## src/rtl/ballot_rx_if.sv

```systemverilog
// Ballot receiver bus: serial line and clear in, presence vectors and status out.
// Latency: n/a (signal bundle only). Backpressure: none, the serial line cannot be stalled.
// Signals: clr, sin (to receiver); np, vip, vvip, busy, frame_ok, frame_err,
//          dup_cnt, err_cnt (from receiver). master = line/host side, slave = receiver.
interface ballot_rx_if #(
  parameter int CNT_W = 8
);
  logic             clr;
  logic             sin;
  logic [31:0]      np;
  logic [7:0]       vip;
  logic             vvip;
  logic             busy;
  logic             frame_ok;
  logic             frame_err;
  logic [CNT_W-1:0] dup_cnt;
  logic [CNT_W-1:0] err_cnt;

  modport master (
    output clr, sin,
    input  np, vip, vvip, busy, frame_ok, frame_err, dup_cnt, err_cnt
  );

  modport slave (
    input  clr, sin,
    output np, vip, vvip, busy, frame_ok, frame_err, dup_cnt, err_cnt
  );
endinterface

```

## src/rtl/ballot_rx.sv

```systemverilog
// Serial ballot receiver: deserialises 6-bit voter IDs and latches them into sticky presence vectors.
// Latency: results visible the cycle after the stop bit (T9 with parity, T8 without); all outputs registered.
// Backpressure: none; one bit per clock, back-to-back frames accepted with zero gap.
// Ports: clk, reset (async, active-high), bus (ballot_rx_if.slave: clr, sin in; np, vip, vvip,
//        busy, frame_ok, frame_err, dup_cnt, err_cnt out).
// Build option: define BALLOT_PARITY_EN to add an even-parity bit between data and stop.
module ballot_rx #(
  parameter int CNT_W = 8
) (
  input logic        clk,
  input logic        reset,
  ballot_rx_if.slave bus
);

`ifdef BALLOT_PARITY_EN
  typedef enum logic [1:0] {
    S_IDLE   = 2'd0,
    S_DATA   = 2'd1,
    S_PARITY = 2'd2,
    S_STOP   = 2'd3
  } state_t;
`else
  typedef enum logic [1:0] {
    S_IDLE = 2'd0,
    S_DATA = 2'd1,
    S_STOP = 2'd2
  } state_t;
`endif

  localparam logic [CNT_W-1:0] CNT_MAX = {CNT_W{1'b1}};
  localparam logic [5:0]       N_IDS   = 6'd41;

  state_t           state_q, state_d;
  logic [2:0]       idx_q, idx_d;
  logic [5:0]       id_sh_q, id_sh_d;
  logic [40:0]      pres_q, pres_d;
  logic [CNT_W-1:0] dup_q, dup_d;
  logic [CNT_W-1:0] err_q, err_d;
  logic             ok_q, ok_d;
  logic             ferr_q, ferr_d;
  logic             busy_q, busy_d;
  logic             frame_bad;
  logic [40:0]      id_bit;

  // IDs >= 41 shift out of the vector entirely; they are rejected before use anyway.
  assign id_bit = 41'd1 << id_sh_q;

`ifdef BALLOT_PARITY_EN
  logic par_q, par_d;
  // Even parity: the captured bit must equal the XOR of the six data bits.
  assign frame_bad = ~bus.sin | (par_q ^ (^id_sh_q));
`else
  assign frame_bad = ~bus.sin;
`endif

  always_comb begin
    state_d = state_q;
    idx_d   = idx_q;
    id_sh_d = id_sh_q;
    pres_d  = pres_q;
    dup_d   = dup_q;
    err_d   = err_q;
    ok_d    = 1'b0;
    ferr_d  = 1'b0;
`ifdef BALLOT_PARITY_EN
    par_d   = par_q;
`endif

    case (state_q)
      S_IDLE: begin
        if (!bus.sin) begin
          state_d = S_DATA;
          idx_d   = 3'd0;
        end
      end
      S_DATA: begin
        // LSB arrives first, so shift in from the top; after six bits bit 0 is the first one.
        id_sh_d = {bus.sin, id_sh_q[5:1]};
        if (idx_q == 3'd5) begin
          idx_d = 3'd0;
`ifdef BALLOT_PARITY_EN
          state_d = S_PARITY;
`else
          state_d = S_STOP;
`endif
        end else begin
          idx_d = idx_q + 3'd1;
        end
      end
`ifdef BALLOT_PARITY_EN
      S_PARITY: begin
        par_d   = bus.sin;
        state_d = S_STOP;
      end
`endif
      S_STOP: begin
        // A bad stop bit also lands here; IDLE then treats a still-low line as a fresh start.
        state_d = S_IDLE;
        if (frame_bad || (id_sh_q >= N_IDS)) begin
          ferr_d = 1'b1;
          if (err_q != CNT_MAX) err_d = err_q + CNT_W'(1);
        end else if ((pres_q & id_bit) != '0) begin
          if (dup_q != CNT_MAX) dup_d = dup_q + CNT_W'(1);
        end else begin
          pres_d = pres_q | id_bit;
          ok_d   = 1'b1;
        end
      end
      default: state_d = S_IDLE;
    endcase

    // Clear overrides everything, including a frame being evaluated this cycle.
    if (bus.clr) begin
      state_d = S_IDLE;
      idx_d   = 3'd0;
      id_sh_d = 6'd0;
      pres_d  = '0;
      dup_d   = '0;
      err_d   = '0;
      ok_d    = 1'b0;
      ferr_d  = 1'b0;
`ifdef BALLOT_PARITY_EN
      par_d   = 1'b0;
`endif
    end

    busy_d = (state_d != S_IDLE);
  end

  always_ff @(posedge clk or posedge reset) begin
    if (reset) begin
      state_q <= S_IDLE;
      idx_q   <= 3'd0;
      id_sh_q <= 6'd0;
      pres_q  <= '0;
      dup_q   <= '0;
      err_q   <= '0;
      ok_q    <= 1'b0;
      ferr_q  <= 1'b0;
      busy_q  <= 1'b0;
`ifdef BALLOT_PARITY_EN
      par_q   <= 1'b0;
`endif
    end else begin
      state_q <= state_d;
      idx_q   <= idx_d;
      id_sh_q <= id_sh_d;
      pres_q  <= pres_d;
      dup_q   <= dup_d;
      err_q   <= err_d;
      ok_q    <= ok_d;
      ferr_q  <= ferr_d;
      busy_q  <= busy_d;
`ifdef BALLOT_PARITY_EN
      par_q   <= par_d;
`endif
    end
  end

  assign bus.np        = pres_q[31:0];
  assign bus.vip       = pres_q[39:32];
  assign bus.vvip      = pres_q[40];
  assign bus.busy      = busy_q;
  assign bus.frame_ok  = ok_q;
  assign bus.frame_err = ferr_q;
  assign bus.dup_cnt   = dup_q;
  assign bus.err_cnt   = err_q;

endmodule

```

## src/flat_wrapper.sv

```systemverilog
// flat-port wrapper written by rule: the top's interface ports become plain ports
module ballot_rx_flat 
#(
  parameter int CNT_W = 8
)
  (clk, reset, bus_clr, bus_sin, bus_np, bus_vip, bus_vvip, bus_busy, bus_frame_ok, bus_frame_err, bus_dup_cnt, bus_err_cnt);
  ballot_rx_if #(.CNT_W(CNT_W)) bus_i ();
  input logic clk;
  input logic reset;
  input wire logic [$bits(bus_i.clr)-1:0] bus_clr;
  input wire logic [$bits(bus_i.sin)-1:0] bus_sin;
  output wire logic [$bits(bus_i.np)-1:0] bus_np;
  output wire logic [$bits(bus_i.vip)-1:0] bus_vip;
  output wire logic [$bits(bus_i.vvip)-1:0] bus_vvip;
  output wire logic [$bits(bus_i.busy)-1:0] bus_busy;
  output wire logic [$bits(bus_i.frame_ok)-1:0] bus_frame_ok;
  output wire logic [$bits(bus_i.frame_err)-1:0] bus_frame_err;
  output wire logic [$bits(bus_i.dup_cnt)-1:0] bus_dup_cnt;
  output wire logic [$bits(bus_i.err_cnt)-1:0] bus_err_cnt;
  assign bus_i.clr = bus_clr;
  assign bus_i.sin = bus_sin;
  assign bus_np = bus_i.np;
  assign bus_vip = bus_i.vip;
  assign bus_vvip = bus_i.vvip;
  assign bus_busy = bus_i.busy;
  assign bus_frame_ok = bus_i.frame_ok;
  assign bus_frame_err = bus_i.frame_err;
  assign bus_dup_cnt = bus_i.dup_cnt;
  assign bus_err_cnt = bus_i.err_cnt;
  ballot_rx #(.CNT_W(CNT_W)) u_core (.clk(clk), .reset(reset), .bus(bus_i));
endmodule
```

## config.mk

```make
export PLATFORM = sky130hd
export DESIGN_NAME = ballot_rx_flat
export DESIGN_NICKNAME = d
export VERILOG_FILES = /design/src/rtl/ballot_rx_if.sv /design/src/rtl/ballot_rx.sv /design/src/flat_wrapper.sv
export SDC_FILE = /design/constraint.sdc
export NUM_CORES = 1
export LEC_CHECK = 0
export ABC_AREA = 0
export CORE_AREA = 8 8 94 96
export DETAILED_ROUTE_END_ITERATION = 8
export DIE_AREA = 0 0 102 104
export GPL_TIMING_DRIVEN = 0
export PLACE_DENSITY_LB_ADDON = 0.05
export SLEW_MARGIN = 20
export SYNTH_ARGS = -nofsm -noshare
export SYNTH_HDL_FRONTEND = slang
export SYNTH_SLANG_ARGS = --single-unit
```

## constraint.sdc

```tcl
create_clock -name clk -period 3.44 [get_ports clk]
set_clock_uncertainty 0.05 [all_clocks]
set_input_delay 0.86 -clock clk [delete_from_list [all_inputs] [get_ports clk]]
set_output_delay 0.86 -clock clk [all_outputs]
set_load 0.05 [all_outputs]
```

== Word-level counts from Yosys, hierarchy flattened ==
Cells that the tools add are included.

* Bits in registers: 71
* Input port bits: 4
* Output and inout port bits: 60
* Word-level logic and storage cells: 70

* $add $sub $neg: 3
* $lt $le $gt $ge: 1
* Equality and inequality tests: 8
* Shift operators: 1
* Mux-type cells: 30
* Bitwise gates (word level): 3
* Reduce and logical (&&, ||, !) cells: 15

{| class="wikitable"
|+ Operator list
! cell !! count
|-
| two-way mux 41 bit || 4
|-
| two-way mux 8 bit || 9
|-
| bitwise AND 41 bit || 1
|-
| bitwise OR 41 bit || 1
|-
| nonzero test 41 bit || 1
|-
| << shifter 1 x 6 -> 41 bit (first input constant) || 1
|-
| adder 8 x 1 -> 8 bit (second input constant) || 2
|-
| != test 8 bit (second input constant) || 2
|-
| nonzero test 2 bit || 7
|-
| two-way mux 6 bit || 2
|-
| two-way mux 3 bit || 3
|-
| two-way mux 1 bit || 7
|-
| >= comparator 6 bit (second input constant) || 1
|-
| two-way mux 2 bit || 3
|-
| case mux 3 bit (2 select lines) || 1
|-
| AND reduction 3 bit || 2
|-
| != test 2 bit (second input constant) || 2
|-
| case mux 2 bit (2 select lines) || 1
|-
| AND reduction 4 bit || 1
|-
| adder 3 x 1 -> 3 bit (second input constant) || 1
|-
| == test 3 bit (second input constant) || 1
|-
| != test 3 bit (second input constant) || 1
|-
| nonzero test 3 bit || 1
|-
| == test 2 x 1 -> 1 bit (second input constant) || 1
|-
| 5 further kinds || 5
|}

== Longest topological paths before layout ==
* Word-level depth: 7
* Gate-level depth with buffers: 11
* Gate-level depth less buffers: 7

== Worst setup path before layout ==
Ideal clock, no wire load.

* Kind: reg-to-reg
* From: reg u_core.pres_q[25]
* To: reg u_core.dup_q[4], in the netlist u_core.bus.dup_cnt[4]
* Setup time: 128 ps
* Arrival: 2,441 ps
* Data required time: 3,262 ps
* Slack: 821 ps
* Cell stages (with the launch flop): 8
* Buffers on the path: 0
* Clock period less this slack: 2,619 ps
* Path through: dfrtp_1 -> or3b_2 -> a211oi_1 -> nor4_1 -> o2111a_2 -> or3b_4 -> a21oi_1 -> mux2_1

* Cells in the longest elaborated chain, start to end: 4

{| class="wikitable"
|+ RTL lines
! what !! RTL line !! source
|-
| start: declaration || ballot_rx.sv:36 || <nowiki>logic [40:0] pres_q, pres_d;</nowiki>
|-
| start signal: assignment || ballot_rx.sv:148 || <nowiki>pres_q <= pres_d;</nowiki>
|-
| bitwise AND 41 bit || ballot_rx.sv:102 || <nowiki>end else if ((pres_q & id_bit) != '0) begin</nowiki>
|-
| nonzero test 41 bit || ballot_rx.sv:102 ||
|-
| nonzero test 2 bit (no line) || - ||
|-
| AND reduction 4 bit (no line) || - ||
|-
| end signal: assignment || ballot_rx.sv:149 || <nowiki>dup_q <= dup_d;</nowiki>
|-
| end: declaration || ballot_rx.sv:37 || <nowiki>logic [CNT_W-1:0] dup_q, dup_d;</nowiki>
|}

No other way between the ends.
A chain may end at the register's enable or synchronous reset.

== Final worst setup path ==
* From: reg u_core.id_sh_q[3]
* To: reg u_core.pres_q[1]

* Cells in the longest elaborated chain, start to end: 6
* Elaborated cells between the ends (all ways): 13
* Classes of those cells: order compare (1); eq/ne (2); shift (1); mux (4); bitwise (2); reduce/logical (3)

{| class="wikitable"
|+ RTL lines
! what !! RTL line !! source
|-
| start: declaration || ballot_rx.sv:35 || <nowiki>logic [5:0] id_sh_q, id_sh_d;</nowiki>
|-
| start signal: assignment || ballot_rx.sv:147 || <nowiki>id_sh_q <= id_sh_d;</nowiki>
|-
| parallel branches: the longest is 6 deep, another holds >= comparator 6 bit || - ||
|}

Several ways; the timed one is not identified. The select of a mux whose other input is x is not followed.

==> flow_metrics.py <==
metrics = {
    "flow_run": {
        "drv.max_cap_violation_count": 0,
    },
    "logic_synthesis": {
        "synth_top_area_cell": "sky130_fd_sc_hd__dfrtp_1",
        "synth.cell_area_um2": 3750,
        "muxShareOfSynthArea": 0.0317,
        "synth_top_family_by_area": "compound AO/OA/AOI/OAI gates",
        "synth.top_cells.by_count": "sky130_fd_sc_hd__dfrtp_1 (71), sky130_fd_sc_hd__inv_1 (45), sky130_fd_sc_hd__o32ai_1 (34)",
        "synth.top_cell.area_share": 0.474,
        "ys_dominant_reg_cell": "sky130_fd_sc_hd__dfrtp_1",
        "synth_compound_area_frac": 0.204,
        "synth.most_common_cell": "sky130_fd_sc_hd__dfrtp_1",
        "synth.yosys.seq_area_share": 0.474,
        "synthAdderAreaFrac": 0.00667,
        "synth_seq_cells": 71,
        "post_synth_inst_count": 389,
        "synthesis.yosys.warnings": 0,
        "synth_xor_area_frac": 0.00934,
        "synthesis.area_per_instance_um2": 9.64,
        "syn_nets": 395,
        "ys_async_sr_fraction": 1.00,
        "synth_simple_gate_area_share": 0.194,
        "synth-edff-count": 0,
        "synth_area_leaders": "sky130_fd_sc_hd__dfrtp_1 (47%), sky130_fd_sc_hd__o32ai_1 (7.9%), sky130_fd_sc_hd__inv_1 (4.5%)",
        "synth.distinct_cells": 59,
    },
    "floorplan": {
        "io-pin-count": 64,
        "fp.dieW_um": 102,
        "design.core.area_um2": 7450,
        "die_area_um2": 10600,
        "initial_core_utilization": 0.504,
        "chipHeight_um": 104,
        "core.rowCount": 32,
    },
    "timing": {
        "transition_time_of_the_tightest_slew_check_pin_ps": 734,
        "setup_ws_ps": 444,
        "max_clock_freq_mhz": 334,
        "timing.setup.tns_ps": 0,
        "rsz0062_at_grt": "no",
        "maxSlewHeadroom": 0.511,
        "report.final.slew_viol_count": 0,
        "timing_hold_violations_final": 0,
        "final_period_minus_worst_setup_slack_ps": 3000,
        "final.hold.worst_slack_ps": 503,
        "min_period_over_period": 0.871,
        "setup_violations": 0,
    },
    "route": {
        "detail_route.vias_per_cell": 5.93,
        "routed.top_layer": "met4",
        "drt_pre_antenna_iters": 4,
        "wl_per_cell_um": 19.4,
        "wl_met2_um": 5160,
        "num_vias": 3386,
        "detail_route.wirelength.met1_um": 4470,
        "route.antenna.remaining_nets": 0,
        "detail_route.drc_violations": 0,
        "drt-total-wl_um": 11100,
        "route.met3.wl_um": 920,
        "drt_iter0_markers": 236,
    },
    "global_routing": {
        "grt_start_max_net_pins": 43,
        "antenna_violations_before_repair": 0,
        "first_global_vias": 3453,
        "grt_overflow_total": 0,
        "grt_pass1_wl_um": 17800,
        "grt.total_usage": 0.213,
    },
    "power": {
        "ir_drop_uv": 187,
        "power_switching_share": 0.231,
        "internal_power_mw": 1.31,
        "cellLeakagePower_nw": 1.82,
        "post-layout-total-power_mw": 1.70,
        "share_clk_of_total_power": 0.453,
        "pwr_cell_area_nw_per_um2": 356,
        "power.switching_mw": 0.391,
        "power.share.combinational": 0.052,
        "p_seq_frac": 0.495,
    },
    "clocking": {
        "clk_latency_ps": 350,
        "clk_path_buf_depth": 2,
        "cts_h_tree_lvls": 3,
        "cts_repair_resize_count": 0,
        "clock-sinks": 71,
        "clk_pin_slew_ps": 80,
        "cts.hold.buffers_added": 0,
        "cts-buffers-inserted": 9,
        "post_cts.repair.setup_buffers": 0,
        "clk_root_buffer_cell": "sky130_fd_sc_hd__clkbuf_8",
        "tritoncts": "yes",
    },
    "worst_setup_path": {
        "critical_path.most_common_cell": "sky130_fd_sc_hd__buf_2",
        "worst_path_dominant_cell_family": "compound AO/OA/AOI/OAI gates",
        "setup.worst_path.start_class": "flop",
        "maximum_single_stage_delay_on_the_critical_path_ps": 410,
        "setup.worst_path.class": "reg2reg",
        "crit_path_slowest_cell": "sky130_fd_sc_hd__a221oi_1",
        "path_cells": "buf_2, buf_2, mux2i_1, nor3b_1, a221oi_1, o2111a_2, nor4b_4, nand2_2, buf_2, o32ai_1",
        "critical_path_peak_fanout": 10,
        "timing.critical_path.buf_inv": 3,
        "endpoint_kind": "flop",
        "data_required_time_at_the_worst_endpoint_ps": 3620,
        "arrival_ps": 3180,
    },
    "layout": {
        "nets": 470,
        "synthToLayoutAreaGrowth_pct": 27.0,
        "insertedDiodeCount": 0,
        "layout_cells_sized_above_1": 0.107,
    },
    "min_path": {
        "hold_path.class": "reg2reg",
    },
    "placed_design": {
        "gpl.final_weighted_congestion": 0.885,
        "place.port_buffers": 63,
        "dpl.hpwl_um": 7940,
        "worst_setup_slack_before_clock_tree_synthesis_ps": 457,
    },
    "status": {
        "status": "finished clean",
    },
}
## cells by family after synthesis
family	Yosys count
flip-flops	71
adder cells (fa/ha/maj)	2
multiplexers	11
AO/OA/AOI/OAI	99
XOR/XNOR	4
buffers and inverters	75
AND/OR/NAND/NOR	127
## tightest hold or removal path, stage by stage, from the launching register on
cell and delay (ps):
sky130_fd_sc_hd__dfrtp_1 400, sky130_fd_sc_hd__inv_1 60, sky130_fd_sc_hd__o32ai_1 60
## power by group through the flow
stage,combinational [mW],clock (mW),sequential [mW]
after detailed placement,0.0884,0,0.857
after CTS,0.0888,0.773,0.841
final,0.0887,0.769,0.841
after global placement,0.0838,0,0.857
after floorplan,0.0527,0,0.859
after global routing,0.0978,0.796,0.841
## sequential cells by signal, summed over array words and instances (netlist names)
signal,flops
u_core.bus.frame_err,1
u_core.bus.err_cnt,8
u_core.bus.busy,1
u_core.state_q,2
u_core.idx_q,3
u_core.bus.dup_cnt,8
u_core.id_sh_q,6
u_core.bus.frame_ok,1
u_core.pres_q,41
## stage by stage
stage	instance area (um^2)	instances	utilization
2_1_floorplan	3750	389	-
3_3_place_gp	4510	554	0.606
3_5_place_dp	4530	555	0.609
4_1_cts	4760	571	0.640
5_1_grt	4760	571	0.640
6_report	4760	571	0.640
## cell usage in the layout (no fill, tap or decap), types with 3 or more instances in the layout
cell type                         instances
sky130_fd_sc_hd__a2111oi_0                3
sky130_fd_sc_hd__a21oi_1                 16
sky130_fd_sc_hd__a32o_1                   4
sky130_fd_sc_hd__a32oi_1                  3
sky130_fd_sc_hd__buf_2                   13
sky130_fd_sc_hd__clkbuf_1                15
sky130_fd_sc_hd__clkbuf_8                11
sky130_fd_sc_hd__clkdlybuf4s50_1         63
sky130_fd_sc_hd__dfrtp_1                 71
sky130_fd_sc_hd__inv_1                   44
sky130_fd_sc_hd__mux2_2                   5
sky130_fd_sc_hd__mux2i_1                  4
sky130_fd_sc_hd__nand2_1                 30
sky130_fd_sc_hd__nand2b_1                 5
sky130_fd_sc_hd__nand3_1                 10
sky130_fd_sc_hd__nand3b_1                 9
sky130_fd_sc_hd__nand4_1                  4
sky130_fd_sc_hd__nor2_1                  24
sky130_fd_sc_hd__nor2b_1                 17
sky130_fd_sc_hd__nor3_1                   3
sky130_fd_sc_hd__nor3b_1                  4
sky130_fd_sc_hd__o21ai_0                  6
sky130_fd_sc_hd__o22ai_1                  9
sky130_fd_sc_hd__o32ai_1                 34
sky130_fd_sc_hd__xor2_1                   3
## worst paths after layout
kind | cells past startpoint | slack (ps) | end | from
worst max-delay path | 10 | 440 | u_core.pres_q[1] | u_core.id_sh_q[3]
worst min-delay path | 2 | 500 | u_core.pres_q[2] | u_core.pres_q[2]
worst max register to register | 10 | 440 | u_core.pres_q[1] | u_core.id_sh_q[3]
worst min register to register | 2 | 500 | u_core.pres_q[2] | u_core.pres_q[2]
max in group asynchronous | 3 | 1970 | u_core.id_sh_q[4] | reset
min in group asynchronous | 2 | 810 | u_core.pres_q[27] | reset
## layout make-up
cell class | instances | area [um^2]
fill | 664 | 2680
sequential | 71 | 1780
timing repair buffer | 64 | 651
multi-input combinational | 243 | 1670
inverter | 45 | 171
buffer | 30 | 131
clock buffer | 11 | 151
tap | 102 | 128
clock inverter | 5 | 80.1
## layer usage
layer	vias to the layer above	global-route usage
met1	1622	0.270
li1	1556	-
met4	0	0.123
met3	41	0.0341
met2	167	0.333
met5	-	0
Power figures use the tool's default switching activity.
